**src/rtl/leg_calc_pkg.sv**
```systemverilog
// Shared state encoding and default width for the leg_calc right-triangle leg calculator.
package leg_calc_pkg;

  localparam int LEG_W_DEFAULT = 8;

  typedef enum logic [1:0] {
    IDLE,
    SQUARE,
    SUB,
    ROOT
  } state_e;

endpackage

```
**src/rtl/leg_calc_isqrt_seq.sv**
```systemverilog
// Sequential restoring square root, one result bit per cycle MSB first.
// With LEG_CALC_ROUND_EN defined, the result is rounded to nearest instead of floored.
module isqrt_seq
  import leg_calc_pkg::*;
#(
  parameter int W = LEG_W_DEFAULT
) (
  input  logic           clk,
  input  logic           rst,
  input  logic           start,
  input  logic [2*W-1:0] radicand,
  output logic           busy,
  output logic           done,
  output logic [W-1:0]   result
);

  localparam int CW = $clog2(W + 1);

  logic [2*W-1:0] rad_q,  rad_d;
  logic [2*W:0]   rem_q,  rem_d;
  logic [W-1:0]   root_q, root_d;
  logic [CW-1:0]  cnt_q,  cnt_d;
  logic           busy_q, busy_d;
  logic [2*W+2:0] rem_sh;
  logic [2*W+2:0] trial;

  // NOTE: every always_comb output gets a default first so no path can infer a latch.
  always_comb begin
    rad_d  = rad_q;
    rem_d  = rem_q;
    root_d = root_q;
    cnt_d  = cnt_q;
    busy_d = busy_q;
    done   = 1'b0;
    // Bring down the next two radicand bits and try subtracting 4*root+1.
    rem_sh = {rem_q, rad_q[2*W-1 -: 2]};
    trial  = {{(W + 1){1'b0}}, root_q, 2'b01};

    if (start) begin
      rad_d  = radicand;
      rem_d  = '0;
      root_d = '0;
      cnt_d  = '0;
      busy_d = 1'b1;
    end else if (busy_q) begin
      rad_d = rad_q << 2;
      if (rem_sh >= trial) begin
        rem_d  = (2*W+1)'(rem_sh - trial);
        root_d = {root_q[W-2:0], 1'b1};
      end else begin
        rem_d  = rem_sh[2*W:0];
        root_d = {root_q[W-2:0], 1'b0};
      end
      cnt_d = cnt_q + 1'b1;
      if (cnt_q == CW'(W - 1)) begin
        done   = 1'b1;
        busy_d = 1'b0;
      end
    end
  end

  // The result reflects this cycle's step so the caller can load it on the final edge.
`ifdef LEG_CALC_ROUND_EN
  always_comb begin
    result = root_d;
    if (rem_d > {{(W + 1){1'b0}}, root_d}) result = root_d + 1'b1;
  end
`else
  assign result = root_d;
`endif

  assign busy = busy_q;

  // NOTE: sequential state uses non-blocking assignments so all flops update together.
  always_ff @(posedge clk or negedge rst) begin
    if (!rst) begin
      rad_q  <= '0;
      rem_q  <= '0;
      root_q <= '0;
      cnt_q  <= '0;
      busy_q <= 1'b0;
    end else begin
      rad_q  <= rad_d;
      rem_q  <= rem_d;
      root_q <= root_d;
      cnt_q  <= cnt_d;
      busy_q <= busy_d;
    end
  end

endmodule

```
**src/rtl/leg_calc.sv**
```systemverilog
// Computes the missing leg y = sqrt(c*c - a*a) of a right triangle: shift-add squaring,
// subtract, then sequential square root. LEG_CALC_ROUND_EN selects round-to-nearest.
module leg_calc
  import leg_calc_pkg::*;
#(
  parameter int W = LEG_W_DEFAULT
) (
  input  logic         clk,
  input  logic         rst,
  input  logic         start,
  input  logic [W-1:0] c,
  input  logic [W-1:0] a,
  output logic         ready,
  output logic         busy,
  output logic         err,
  output logic [W-1:0] y
);

  localparam int PW = 2 * W;
  localparam int CW = $clog2(W + 1);

  state_e          state_q, state_d;
  logic [W-1:0]    c_q,  c_d;
  logic [W-1:0]    a_q,  a_d;
  logic [W-1:0]    mc_q, mc_d;
  logic [W-1:0]    ma_q, ma_d;
  logic [PW-1:0]   pc_q, pc_d;
  logic [PW-1:0]   pa_q, pa_d;
  logic [CW-1:0]   cnt_q, cnt_d;
  logic            err_q, err_d;
  logic [W-1:0]    y_q,  y_d;

  logic [PW-1:0]   diff;
  logic            sq_start;
  logic            sq_busy;
  logic            sq_done;
  logic [W-1:0]    sq_result;

  assign diff = pc_q - pa_q;

  always_comb begin
    state_d  = state_q;
    c_d      = c_q;
    a_d      = a_q;
    mc_d     = mc_q;
    ma_d     = ma_q;
    pc_d     = pc_q;
    pa_d     = pa_q;
    cnt_d    = cnt_q;
    err_d    = err_q;
    y_d      = y_q;
    sq_start = 1'b0;

    unique case (state_q)
      IDLE: begin
        if (start) begin
          c_d     = c;
          a_d     = a;
          mc_d    = c;
          ma_d    = a;
          pc_d    = '0;
          pa_d    = '0;
          cnt_d   = '0;
          err_d   = 1'b0;
          state_d = SQUARE;
        end
      end
      SQUARE: begin
        // Both squares share the bit index: add the shifted operand when its bit is set.
        if (mc_q[0]) pc_d = pc_q + (PW'(c_q) << cnt_q);
        if (ma_q[0]) pa_d = pa_q + (PW'(a_q) << cnt_q);
        mc_d  = mc_q >> 1;
        ma_d  = ma_q >> 1;
        cnt_d = cnt_q + 1'b1;
        if (cnt_q == CW'(W - 1)) state_d = SUB;
      end
      SUB: begin
        if (a_q > c_q) begin
          err_d   = 1'b1;
          y_d     = '0;
          state_d = IDLE;
        end else begin
          sq_start = 1'b1;
          state_d  = ROOT;
        end
      end
      ROOT: begin
        if (sq_done) begin
          y_d     = sq_result;
          state_d = IDLE;
        end else if (!sq_busy) begin
          state_d = IDLE;
        end
      end
      default: state_d = IDLE;
    endcase
  end

  isqrt_seq #(
    .W(W)
  ) u_isqrt (
    .clk     (clk),
    .rst     (rst),
    .start   (sq_start),
    .radicand(diff),
    .busy    (sq_busy),
    .done    (sq_done),
    .result  (sq_result)
  );

  always_ff @(posedge clk or negedge rst) begin
    if (!rst) begin
      state_q <= IDLE;
      c_q     <= '0;
      a_q     <= '0;
      mc_q    <= '0;
      ma_q    <= '0;
      pc_q    <= '0;
      pa_q    <= '0;
      cnt_q   <= '0;
      err_q   <= 1'b0;
      y_q     <= '0;
    end else begin
      state_q <= state_d;
      c_q     <= c_d;
      a_q     <= a_d;
      mc_q    <= mc_d;
      ma_q    <= ma_d;
      pc_q    <= pc_d;
      pa_q    <= pa_d;
      cnt_q   <= cnt_d;
      err_q   <= err_d;
      y_q     <= y_d;
    end
  end

  assign ready = (state_q == IDLE);
  assign busy  = ~ready;
  assign err   = err_q;
  assign y     = y_q;

endmodule

```
**config.mk**
```make
export PLATFORM = sky130hd
export DESIGN_NAME = leg_calc
export DESIGN_NICKNAME = d
export VERILOG_FILES = /design/src/rtl/leg_calc_pkg.sv /design/src/rtl/leg_calc_isqrt_seq.sv /design/src/rtl/leg_calc.sv
export SDC_FILE = /design/constraint.sdc
export NUM_CORES = 1
export LEC_CHECK = 0
export BUFFER_PORTS_ARGS = -buffer_cell sky130_fd_sc_hd__buf_2
export CELL_PAD_IN_SITES_DETAIL_PLACEMENT = 1
export CELL_PAD_IN_SITES_GLOBAL_PLACEMENT = 2
export CORE_ASPECT_RATIO = 1.75
export CORE_MARGIN = 3
export CORE_UTILIZATION = 41
export CTS_BUF_LIST = sky130_fd_sc_hd__clkbuf_2 sky130_fd_sc_hd__clkbuf_4 sky130_fd_sc_hd__clkbuf_8
export CTS_CLUSTER_DIAMETER = 120
export DETAILED_ROUTE_END_ITERATION = 12
export PLACE_DENSITY = 0.9
export SLEW_MARGIN = 20
export SYNTH_ARGS = -nofsm -noshare
export SYNTH_HDL_FRONTEND = slang
export SYNTH_SLANG_ARGS = --single-unit
```
**constraint.sdc**
```tcl
create_clock -name clk -period 4.9 [get_ports clk]
set_input_delay 0 -clock clk [delete_from_list [all_inputs] [get_ports clk]]
set_output_delay 0 -clock clk [all_outputs]
set_load 0.03 [all_outputs]
```
# Word level (Yosys, flattened, before mapping)
# Cells that the tools add are included.
classes:
  addsub: 6
  order_cmp: 2
  n_eq_ne: 12
  shifts: 2
  muxes: 41
  bitwise_logic: 1
  reduce_logical: 12
op_table:
  columns: ["op", "count"]
  rows:
  - ["2-to-1 mux 16 bit", 5]
  - ["one-hot mux 16 bit (2 select lines)", 2]
  - ["2-to-1 mux 17 bit", 3]
  - ["2-to-1 mux 8 bit", 6]
  - ["one-hot mux 8 bit (2 select lines)", 3]
  - ["adder 16 bit", 2]
  - ["left shift 8 x 4 -> 16 bit", 2]
  - ["greater-or-equal comparator 19 x 10 -> 1 bit", 1]
  - ["subtractor 17 x 10 -> 17 bit", 1]
  - ["subtractor 16 bit", 1]
  - ["AND reduction 3 bit", 5]
  - ["2-to-1 mux 4 bit", 3]
  - ["!= test 2 bit, second input constant", 6]
  - ["2-to-1 mux 1 bit", 11]
  - ["2-to-1 mux 2 bit", 5]
  - ["adder 4 x 1 -> 4 bit, second input constant", 2]
  - ["== test 4 x 3 -> 1 bit, second input constant", 2]
  - ["greater-than comparator 8 bit", 1]
  - ["one-hot mux 2 bit (4 select lines)", 1]
  - ["one-hot mux 4 bit (2 select lines)", 1]
  - ["nonzero test 2 bit", 4]
  - ["== test 2 bit, second input constant", 2]
  - ["AND reduction 2 bit", 2]
  - ["!= test 3 bit, second input constant", 1]
  - ["other kinds (4)", 4]
word_totals:
  register_bits: 125
  inputBits: 19
  out_inout_bits: 11
  wordCells: 91

# Logic depth before layout (Yosys ltp)
depth:
  ltp_word: 6
  depth_mapped: 16
  mapped_depth_nobuf: 15

# Hierarchy
# Synthesis repeated with hierarchy kept, for this count alone.
unflattened:
  hier_cells: 1042
  area_unflattened_um2: 8987.4
by_module_without_submodules:
  columns: ["mod", "n_inst", "cells_each", "area_per_inst_um2", "seq_area_each_um2"]
  rows:
  - ["leg_calc", 1, 756, 6261.0, 1976.9]
  - ["isqrt_seq", 1, 286, 2726.4, 1151.1]

# Least setup slack after synthesis
# Ideal clock, no wire load.
synth_timing:
  kind: "flip-flop to flip-flop"
  from: "register cnt_q[0]"
  to: "register pc_q[15]"
  setup_time_ns: 0.124
  t_arrival_ns: 3.268
  required_time_ns: 4.776
  slack_ns: 1.507
  path_stages_with_launch: 15
  n_path_buf: 2
  period_less_slack_ns: 3.393
  path_cell_list: "dfrtp_1 -> buf_4 -> buf_1 -> mux2i_1 -> mux2i_1 -> a21o_1 -> and2_1 -> ha_1 -> a2111oi_1 -> o21a_1 -> o21ai_1 -> a31oi_1 -> xnor2_1 -> nand3_1 -> mux2i_1"
synth_between:
  elab_chain_cells: 4
synth_lines:
  columns: ["element", "line_no", "rtl"]
  rows:
  - ["from (decl)", "leg_calc.sv:29", "logic [CW-1:0] cnt_q, cnt_d;"]
  - ["from (signal assigned)", "leg_calc.sv:131", "cnt_q <= cnt_d;"]
  - ["left shift 8 x 4 -> 16 bit", "leg_calc.sv:70", "if (mc_q[0]) pc_d = pc_q + (PW'(c_q) << cnt_q);"]
  - ["adder 16 bit", "leg_calc.sv:70", null]
  - ["2-to-1 mux 16 bit", "leg_calc.sv:70", null]
  - ["one-hot mux 16 bit (2 select lines)", "leg_calc.sv:54", "unique case (state_q)"]
  - ["to (signal assigned)", "leg_calc.sv:129", "pc_q <= pc_d;"]
  - ["to (decl)", "leg_calc.sv:27", "logic [PW-1:0] pc_q, pc_d;"]
# No other way between the ends. The select of a mux whose other input is x is not followed.
# A chain may end at the register's enable or synchronous reset.

# Final worst setup path
layout_timing:
  from: "register cnt_q[0]"
  to: "register pc_q[13]"
# Same word-level chain as after synthesis.

==> results_tabular.tex <==
\begin{tabular}{lr}
\hline
Metric & Value \\
\hline
\multicolumn{2}{l}{\textbf{Timing}} \\
Final max-slew violation count & 0 \\
Hold WS & 0.102 ns \\
Worst-case clock skew & 0.0191 ns \\
Highest clock frequency the design can meet & 258 MHz \\
Final worst path period share & 0.790 \\
Unrepaired setup endpoints after global routing & no \\
Finish-stage setup viols & 0 \\
Hold violation total from the final report & 0 \\
Setup ws final & 1.03 ns \\
Slew margin rel. & 0.352 \\
Setup total negative slack & 0 ns \\
Slew at the pin with the worst max-slew slack & 0.970 ns \\
Time the worst path needs with I/O delays and setup & 3.87 ns \\
\multicolumn{2}{l}{\textbf{Detailed routing}} \\
Final wirelength & 23800 microns \\
Post-route DRC & 0 \\
Number of iterations in the first detailed-routing pass & 4 \\
Via/cell ratio & 5.66 \\
Number of nets with antenna violations after detailed routing & 0 \\
Number of DRC markers in iteration 0 & 250 \\
Per-cell routed wire length & 18.7 microns \\
Via count & 7196 \\
\multicolumn{2}{l}{\textbf{Yosys}} \\
Top FF cell, synth & dfrtp\_1 \\
Count of cell types in the netlist & 69 \\
Flip-flop and latch count after synthesis & 125 \\
Number of synthesis warnings & 0 \\
Number of nets in the synthesized netlist & 1065 \\
Share of synthesized area occupied by flip-flops and latches & 0.367 \\
Syn Std Cell Area & 8520 sq um \\
Post-synth EDFFs & 0 \\
Average size of a mapped cell & 8.71 sq um \\
FFs w/ async S/R, synth & 1.00 \\
Post-Syn Instances & 978 \\
\multicolumn{2}{l}{\textbf{Die}} \\
Die area & 22600 sq um \\
Ports placed on the boundary & 30 \\
Core Region & 20400 sq um \\
Floorplan row count & 69 \\
Starting density of the core & 0.418 \\
Overall die width & 115 microns \\
Height of the chip & 197 microns \\
\multicolumn{2}{l}{\textbf{Worst hold path}} \\
Worst hold-check path type & in -> async \\
\multicolumn{2}{l}{\textbf{Clocking}} \\
Reg clk slew, reported paths & 0.09 ns \\
Quantity of gates resized following cts & 0 \\
Number of CTS-inserted buffers & 17 \\
Post-CTS Hold Buffers & 18 \\
Clock tree from TritonCTS & built \\
Clock Sink Count & 125 \\
Root Buffer & clkbuf\_8 \\
Number of post-CTS setup repair buffers & 0 \\
Later-pin clock latency in the skew report & 0.48 ns \\
Number of H-tree levels & 4 \\
Buffers from clock root to sink, at most & 2 \\
\multicolumn{2}{l}{\textbf{Placement}} \\
Hpwl dp & 17600 microns \\
Instance area at placement & 8880 sq um \\
Post-place setup slack & 1.06 ns \\
Routability Congestion & 0.932 \\
Number of buffers inserted by port buffering & 29 \\
Number of placed cells counting well taps & 1221 \\
\multicolumn{2}{l}{\textbf{Setup path}} \\
Critical R2R Launch & cnt\_q[0] \\
Cell with the largest stage delay on the worst path & dfrtp\_1 \\
Critical path, cell by cell & mux2\_2 > nor2\_1 > a21oi\_1 > mux2\_2 > and2\_1 > ha\_1 > a2111oi\_1 > o21a\_1 > o21ai\_1 > a21oi\_1 > o21ai\_0 > xnor2\_1 > o21ai\_0 \\
Startpoint type of the worst setup path & register \\
WP data required & 5.31 ns \\
Critical path peak fanout & 23 \\
CP Capture Type & register \\
Worst R2R Setup Slack & 1.03 ns \\
Number of cells on the worst reg-to-reg path & 13 \\
Largest stage delay on the critical path & 0.90 ns \\
Data arrival time of the critical path & 4.28 ns \\
Crit Path Class & reg -> reg \\
Crit Reg-Reg Endpoint & pc\_q[13] \\
\multicolumn{2}{l}{\textbf{Layout}} \\
Total Nets Final & 1097 \\
Layout Area Growth over Synthesis & 11.1\% \\
Filler-free cell count of the finished design & 1271 \\
Ant. Diodes & 0 \\
Post-route standard cell area excluding fillers & 9460 sq um \\
Number of filler instances in the final layout & 2439 \\
Layout cell share with drive strength beyond 1 & 0.0987 \\
\multicolumn{2}{l}{\textbf{GRT}} \\
Largest net degree at the start of global routing & 71 \\
Number of global-route vias before repair & 7891 \\
Global-route usage over all layers & 0.222 \\
Grt total ovfl & 0 \\
Initial antenna violation count & 0 \\
First-pass GRT wire length & 39900 microns \\
\multicolumn{2}{l}{\textbf{Flow run}} \\
Reported max-cap violation count & 0 \\
\multicolumn{2}{l}{\textbf{Pwr}} \\
Leak Pwr & 4.38 nW \\
Power per standard cell area & 776 nW/um\^{}2 \\
Worst ir drop on vdd & 228 uV \\
\multicolumn{2}{l}{\textbf{Outcome}} \\
Result of the run & completed \\
\hline
\end{tabular}
[worst max-delay path: cells and delay by family (launching register included)]
kind / cells / cell delay (ns)
simple gates: 2 / 0.24
fa+ha+maj: 1 / 0.20
flops: 1 / 0.90
xor+xnor: 1 / 0.14
compound gates: 7 / 1.55
mux: 2 / 0.77
[kinds of logic after synthesis]
kind of cell,Yosys count,share of synthesized area
and+or+nand+nor,323,0.169
AOI/OAI and AO/OA,270,0.204
DFF,125,0.367
buffers and inverters,88,0.0411
adders and majority gates,68,0.102
xor gates and xnor gates,56,0.0576
muxes,48,0.0582
[cells in the final DEF (no fill, tap or decap), types with 17 or more instances in the layout]
cell	synthesis	routed
xor2_1	29	29
xnor2_1	27	27
nand2_1	155	155
mux2i_1	36	36
dfrtp_1	125	124
inv_1	46	46
nor2_1	85	85
o21ai_0	86	86
a21oi_1	55	54
a21o_1	20	20
ha_1	65	65
a211oi_1	19	19
buf_2	1	28
dlygate4sd3_1	0	18
clkbuf_8	0	17
[power by group]
part | leakage [nW] | internal (mW) | total (mW) | switching [mW]
Combinational | 2.60 | 1.87 | 4.44 | 2.57
Sequential | 1.57 | 1.44 | 1.93 | 0.494
Clock | 0.205 | 0.470 | 0.970 | 0.500
Total | 4.38 | 3.78 | 7.34 | 3.56
[layout make-up]
type	instances	area, sq um	share of cell area
Inverter	47	176	0.0186
Tap cell	248	310	0.0328
Sequential cell	125	3130	0.331
Timing Repair Buffer	54	384	0.0406
Multi-Input combinational cell	765	5060	0.534
Clock inverter	15	174	0.0184
Clock buffer	17	234	0.0247
[per-layer routing]
metal | vias to the layer above | global-route usage | routed length [microns]
li1 | 3507 | - | -
met5 | - | 0 | 0
met1 | 3563 | 0.237 | 9090
met3 | 48 | 0.0372 | 430
met4 | 0 | 0.0936 | 824
met2 | 78 | 0.421 | 13400
[state kept, by name (all words and copies together), names as in the netlist, 16 cells and up]
register / count
u_isqrt.rem_q: 17
pc_q: 16
u_isqrt.rad_q: 16
pa_q: 16
[synth_stat cells (4+ instances only)]
cell type,count,area share
o22ai_1,9,0.0066
a21oi_1,55,0.032
nor2_1,85,0.037
a22oi_1,8,0.0070
a211oi_1,19,0.017
clkbuf_1,35,0.015
xnor2_1,27,0.028
and3_1,4,0.0029
o21a_1,10,0.0088
a22o_1,11,0.011
or2_2,4,0.0029
o21ai_0,86,0.051
a21o_1,20,0.018
ha_1,65,0.095
o211ai_1,5,0.0044
and2_1,8,0.0059
nor3_1,5,0.0029
inv_1,46,0.020
xor2_1,29,0.030
mux2_2,12,0.016
dfrtp_1,125,0.37
nand3_1,15,0.0088
nand2_1,155,0.068
nand2b_1,8,0.0059
mux2i_1,36,0.042
nand4_1,4,0.0029
a31oi_1,9,0.0066
nor2b_1,17,0.012
[per-stage QoR]
| step | util | power (mW) |
|---|---|---|
| 5_1_grt | 0.465 | 8.05 |
| 4_1_cts | 0.465 | 7.40 |
| 6_report | 0.465 | 7.34 |
| 3_3_place_gp | 0.436 | 6.23 |
| 2_1_floorplan | - | 5.22 |
| 3_5_place_dp | 0.436 | 6.37 |
[worst max path at each step]
stage,start,end,slack (ns),depth (start not counted)
global route,cnt_q[0],pc_q[15],0.61,13
detailed placement,cnt_q[0],pc_q[13],1.06,13
floorplan,cnt_q[0],pc_q[15],1.51,14
finish,cnt_q[0],pc_q[13],1.03,13
CTS,cnt_q[0],pc_q[13],1.07,13
global placement,cnt_q[0],pc_q[15],1.13,13
Note: power is estimated with default switching activity, not from simulation.
